<file path="src/rtl/ex_divider_pkg.sv">
// ex_divider_pkg: shared execute-stage definitions for the divider.
package ex_divider_pkg;
    typedef enum logic [1:0] {
        OP_DIV  = 2'b00,
        OP_DIVU = 2'b01,
        OP_REM  = 2'b10,
        OP_REMU = 2'b11
    } div_op_e;

    typedef enum logic [1:0] {
        IDLE = 2'b00,
        CALC = 2'b01,
        DONE = 2'b10
    } div_state_e;

    function automatic logic is_signed(input div_op_e op);
        return op == OP_DIV || op == OP_REM;
    endfunction

    function automatic logic is_rem(input div_op_e op);
        return op == OP_REM || op == OP_REMU;
    endfunction
endpackage

</file>
<file path="src/rtl/ex_divider_div_step.sv">
// div_step: one radix-2 restoring iteration, producing one quotient bit MSB first.
module div_step #(
    parameter int XLEN = 32
) (
    input  logic [XLEN-1:0] rem,
    input  logic [XLEN-1:0] quo,
    input  logic [XLEN-1:0] divisor,
    output logic [XLEN-1:0] rem_next,
    output logic [XLEN-1:0] quo_next
);
    logic [XLEN:0] shifted;
    logic [XLEN:0] diff;
    logic          fits;

    // Partial remainder is widened by one bit so the trial subtract cannot wrap.
    assign shifted  = {rem, quo[XLEN-1]};
    assign diff     = shifted - {1'b0, divisor};
    assign fits     = ~diff[XLEN];
    assign rem_next = fits ? diff[XLEN-1:0] : shifted[XLEN-1:0];
    assign quo_next = {quo[XLEN-2:0], fits};
endmodule

</file>
<file path="src/rtl/ex_divider.sv">
// ex_divider: multi-cycle signed/unsigned divide and remainder for the execute stage.
// Divide-by-zero and signed overflow bypass the iteration and complete in one cycle.
module ex_divider
    import ex_divider_pkg::*;
#(
    parameter int XLEN = 32,
    parameter int ITER = 32
) (
    input  logic            clk,
    input  logic            rst_n,
    input  logic            div_start,
    input  logic [1:0]      div_op,
    input  logic [XLEN-1:0] s1,
    input  logic [XLEN-1:0] s2,
    input  logic            flush,
    output logic            div_busy,
    output logic            div_done,
    output logic [XLEN-1:0] div_result
);
    localparam logic [XLEN-1:0] MIN_INT = {1'b1, {(XLEN-1){1'b0}}};

    div_state_e      state;
    div_op_e         op;
    div_op_e         op_in;
    logic [5:0]      cnt;
    logic [XLEN-1:0] quo;
    logic [XLEN-1:0] rem;
    logic [XLEN-1:0] dvsr;
    logic [XLEN-1:0] quo_nxt;
    logic [XLEN-1:0] rem_nxt;
    logic [XLEN-1:0] q_fix;
    logic [XLEN-1:0] r_fix;
    logic [XLEN-1:0] abs_a;
    logic [XLEN-1:0] abs_b;
    logic            neg_q;
    logic            neg_r;
    logic            sgn_in;
    logic            div_zero;
    logic            ovf;

    assign op_in    = div_op_e'(div_op);
    assign sgn_in   = is_signed(op_in);
    assign abs_a    = (sgn_in && s1[XLEN-1]) ? -s1 : s1;
    assign abs_b    = (sgn_in && s2[XLEN-1]) ? -s2 : s2;
    assign div_zero = s2 == '0;
    assign ovf      = sgn_in && s1 == MIN_INT && &s2;

    // Sign fix-up applies to the final iteration's output so DONE carries the finished value.
    assign q_fix = neg_q ? -quo_nxt : quo_nxt;
    assign r_fix = neg_r ? -rem_nxt : rem_nxt;

    div_step #(.XLEN(XLEN)) u_step (
        .rem      (rem),
        .quo      (quo),
        .divisor  (dvsr),
        .rem_next (rem_nxt),
        .quo_next (quo_nxt)
    );

    always_ff @(posedge clk or negedge rst_n) begin
        if (!rst_n) begin
            state      <= IDLE;
            op         <= OP_DIV;
            cnt        <= '0;
            quo        <= '0;
            rem        <= '0;
            dvsr       <= '0;
            neg_q      <= 1'b0;
            neg_r      <= 1'b0;
            div_busy   <= 1'b0;
            div_done   <= 1'b0;
            div_result <= '0;
        end else begin
            div_done <= 1'b0;
            if (flush) begin
                state    <= IDLE;
                div_busy <= 1'b0;
            end else begin
                case (state)
                    IDLE: if (div_start) begin
                        op       <= op_in;
                        div_busy <= 1'b1;
                        if (div_zero || ovf) begin
                            state      <= DONE;
                            div_done   <= 1'b1;
                            div_result <= div_zero ? (is_rem(op_in) ? s1 : '1)
                                                   : (is_rem(op_in) ? '0 : MIN_INT);
                        end else begin
                            state <= CALC;
                            cnt   <= '0;
                            quo   <= abs_a;
                            rem   <= '0;
                            dvsr  <= abs_b;
                            neg_q <= sgn_in && (s1[XLEN-1] ^ s2[XLEN-1]);
                            neg_r <= sgn_in && s1[XLEN-1];
                        end
                    end
                    CALC: begin
                        quo <= quo_nxt;
                        rem <= rem_nxt;
                        cnt <= cnt + 6'd1;
                        if (cnt == 6'(ITER - 1)) begin
                            state      <= DONE;
                            div_done   <= 1'b1;
                            div_result <= is_rem(op) ? r_fix : q_fix;
                        end
                    end
                    default: begin
                        state    <= IDLE;
                        div_busy <= 1'b0;
                    end
                endcase
            end
        end
    end
endmodule

</file>
<file path="config.mk">
export PLATFORM = sky130hd
export DESIGN_NAME = ex_divider
export DESIGN_NICKNAME = d
export VERILOG_FILES = /design/src/rtl/ex_divider_pkg.sv /design/src/rtl/ex_divider_div_step.sv /design/src/rtl/ex_divider.sv
export SDC_FILE = /design/constraint.sdc
export NUM_CORES = 1
export LEC_CHECK = 0
export BUFFER_PORTS_ARGS = -buffer_cell sky130_fd_sc_hd__buf_2
export CORE_MARGIN = 1
export CORE_UTILIZATION = 55
export CTS_CLUSTER_SIZE = 28
export DETAILED_ROUTE_END_ITERATION = 10
export MAX_ROUTING_LAYER = met4
export PLACE_DENSITY = 0.74
export RECOVER_POWER = 50
export SYNTH_ARGS = -nofsm -noshare
export SYNTH_HDL_FRONTEND = slang
export SYNTH_HIERARCHICAL = 1
export SYNTH_SLANG_ARGS = --single-unit
export TNS_END_PERCENT = 5
</file>
<file path="constraint.sdc">
create_clock -name clk -period 12.9 [get_ports clk]
set_input_delay 2.58 -clock clk [delete_from_list [all_inputs] [get_ports clk]]
set_output_delay 2.58 -clock clk [all_outputs]
set_load 0.02 [all_outputs]
</file>
==> out/qor.csv <==
stage,metric,value,unit
pwr,P per Cell Area,263,nW/µm²
routing,vias per cell,6.35,
setup_path,RR Startpoint,quo[31],
setup_path,startpoint types,register,
synthesis,synth unique cells,94,
synthesis,Avg Inst Size Synth,8.23,µm²
synthesis,Synth Instances,1453,
cts,CTS tree,yes,
sta,Max Transition Viols Final,77,
setup_path,R2R depth,19,
setup_path,r2r endpoint,div_result[21],
hold_path,Hold Crit Class,register to register,
hold_path,worst hold start,dvsr[12],
cts,Sink Count,141,
sta,relative slew slack,-1.78,
placement,Buffers on Ports,103,
grt,total congestion overflow,0,
cts,"Clk Latency, worst-skew pair",430,ps
sta,Layout Skew,10.4,ps
finish,layout cell share with drive strength beyond 1,0.113,
finish,Area Overhead vs Synth,7.45,%
die,Ports,104,
sta,Setup Total Neg Slack,0,ps
synthesis,post-synthesis register bit count,141,
sta,fmax,152,MHz
hold_path,Hold Path Depth,2,
sta,RSZ-0062 raised after global routing,no,
grt,GR Util met2,0.514,
synthesis,"Cell Area, Synth",12000,µm²
die,initial core utilization,0.565,
sta,Worst Tran Pin Value,4170,ps
sta,PnR worst setup slack,6310,ps
synthesis,Synth async-reset ratio,1.00,
grt,GRT Resource Usage Total,0.331,
sta,fin crit period,6590,ps
die,width of the chip,149,µm
setup_path,worst reg-to-reg setup slack,6310,ps
finish,"Core Util, Final",0.608,
cts,post_cts resized,0,
cts,H-tree depth,4,
job,Max-Cap Viols,1,
die,area of the core,21200,µm²
grt,global-route wire length before repair,56100,µm
synthesis,syn nets,1562,
sta,Setup-failing EPs final,0,
routing,DRT iter0 DRCs,1126,
hold_path,hold path endpoint,dvsr[12],
die,die area,22300,µm²
grt,vias in the first global route,10500,
cts,clock-pin slew on the worst setup and hold paths,70,ps
grt,grt met1 use,0.436,
setup_path,critical path class,register to register,
routing,wire length after detailed routing,34600,µm
placement,GP Congestion,0.977,
finish,"commonest non-fill, non-tap cells in the layout","175 x nand2_1, 147 x o21ai_0, 141 x dfrtp_1, 94 x xnor2_1, 83 x nor2_1",
synthesis,synth warn,6,
placement,pre-CTS setup slack,6550,ps
routing,Initial DRT Pass Iterations,5,
synthesis,ys flop type,dfrtp_1,
grt,met3 Use GR,0.0460,
setup_path,critical path data required time,13180,ps
finish,Antenna Cells,0,
finish,"commonest non-fill, non-tap cell in the layout",nand2_1,
setup_path,Arrival @ worst endpoint,6870,ps
routing,DR DRC count,0,
sta,final hold slack,478,ps
sta,Final Cycle Share,0.511,
routing,ANT nets after route,0,
finish,Nets,1573,
die,DIE HEIGHT,149,µm
die,row cnt,53,
grt,initial antenna violation count,0,
cts,number of buffers created by CTS,17,
pwr,VDD IR max,0.178,mV
placement,post-DP HPWL,25300,µm
cts,post-CTS setup buffer count,0,
pwr,P_leak,5.54,nW
sta,Final Hold Violating Endpoints,0,
cts,clk root buf,clkbuf_16,
status,failing checks,"max-capacitance violations, max-slew violations",
cts,CTS max path bufs,2,
synthesis,Post-synth EDFFs,0,
synthesis,sequential area share after synthesis,0.295,
setup_path,crit path max fanout,25,
grt,largest net degree at the start of global routing,86,
finish,fillers,1881,
routing,Avg WL per Cell,19.8,µm
routing,Vias,11100,
cts,CTS hold repair buffers,0,
status,status,"complete, but fails checks",
grt,busiest grt layer,met2,
setup_path,Worst setup EP type,register,
-- sequential cells by signal (all words and copies together), names as in the netlist --
register and flops:
op 1, quo 32, neg_q 1, state 2, neg_r 1, rem 32
div_done 1, cnt 6, dvsr 32, div_result 32, div_busy 1
-- synth_stat cells (all sizes together) (25+ instances only) --
cell type  instances  area share
nand2            176       0.055
o21ai            163       0.069
dfrtp            141        0.29
xnor2             94       0.069
nor2              84       0.027
a21oi             65       0.028
clkbuf            63       0.020
buf               57       0.034
inv               56       0.018
nor3              42       0.019
xor2              42       0.031
ha                38       0.040
o31ai             38       0.025
mux2              36       0.040
a31oi             30       0.016
mux2i             27       0.023
o41ai             26       0.022
nand3             25       0.010
-- where the power goes --
part	leakage, nW	total, mW	internal [mW]	switching (mW)
combinational	3.37	2.20	0.861	1.34
sequential	1.86	0.635	0.530	0.105
clock	0.313	0.541	0.338	0.203
-- per-stage QoR --
| stage | total power, mW | area [µm²] | instances |
|---|---|---|---|
| 2_1_floorplan | 2.34 | 12000 | 1453 |
| 3_3_place_gp | 2.73 | 12300 | 1720 |
| 3_5_place_dp | 2.76 | 12300 | 1720 |
| 4_1_cts | 3.32 | 12900 | 1751 |
| 5_1_grt | 3.59 | 12900 | 1751 |
| 6_report | 3.38 | 12900 | 1751 |
-- critical path: stages (launching register included) --
cell       delay [ps]
dfrtp_1           370
inv_1              50
ha_1              220
fa_1              400
and2b_1           230
o2111ai_1         150
a21oi_2           270
o2111ai_1         220
a211oi_2          290
nor2_2            100
mux2i_1           790
and2_4            400
inv_2             310
mux2_1            490
or4_1             600
nand4bb_1         620
o31ai_1           450
xnor2_1           130
a22oi_1           250
a31oi_1           110
-- layout make-up --
type | instances | area [µm²] | share of cell area
Multi-Input combinational cell | 1134 | 7590 | 0.591
Clock buffer | 21 | 470 | 0.0366
Inverter | 58 | 218 | 0.0169
Timing Repair Buffer | 112 | 538 | 0.0419
Tap cell | 275 | 344 | 0.0268
Sequential cell | 141 | 3530 | 0.275
Clock inverter | 10 | 161 | 0.0126
-- how the worst max path moves through the flow --
stage,cells after the start,slack [ps],end,from
after CTS,19,6490,div_result[21],quo[31]
after floorplan,9,7990,div_result[14],s1[0]
after detailed placement,19,6550,div_result[29],quo[31]
after global routing,2,5780,rem[0],rst_n
after global placement,19,6700,div_result[29],quo[31]
final,19,6310,div_result[21],quo[31]
-- cells by family (layout without fill, tap and decap cells) --
kind of cell,after synthesis,in the layout,synth area share
DFF,141,141,0.295
adders and majority gates,39,39,0.0414
xor gates and xnor gates,136,136,0.0996
and+or+nand+nor,476,476,0.204
AOI/OAI and AO/OA,420,420,0.226
buffers and inverters,178,201,0.0718
muxes,63,63,0.0624
-- metal layers --
layer  share of wire  vias to the layer above
met4           0.039                        0
met3           0.062                       91
met2            0.46                      462
met5               0                        -
li1                -                     5246
met1            0.44                     5325
Note: power is estimated with default switching activity, not from simulation.
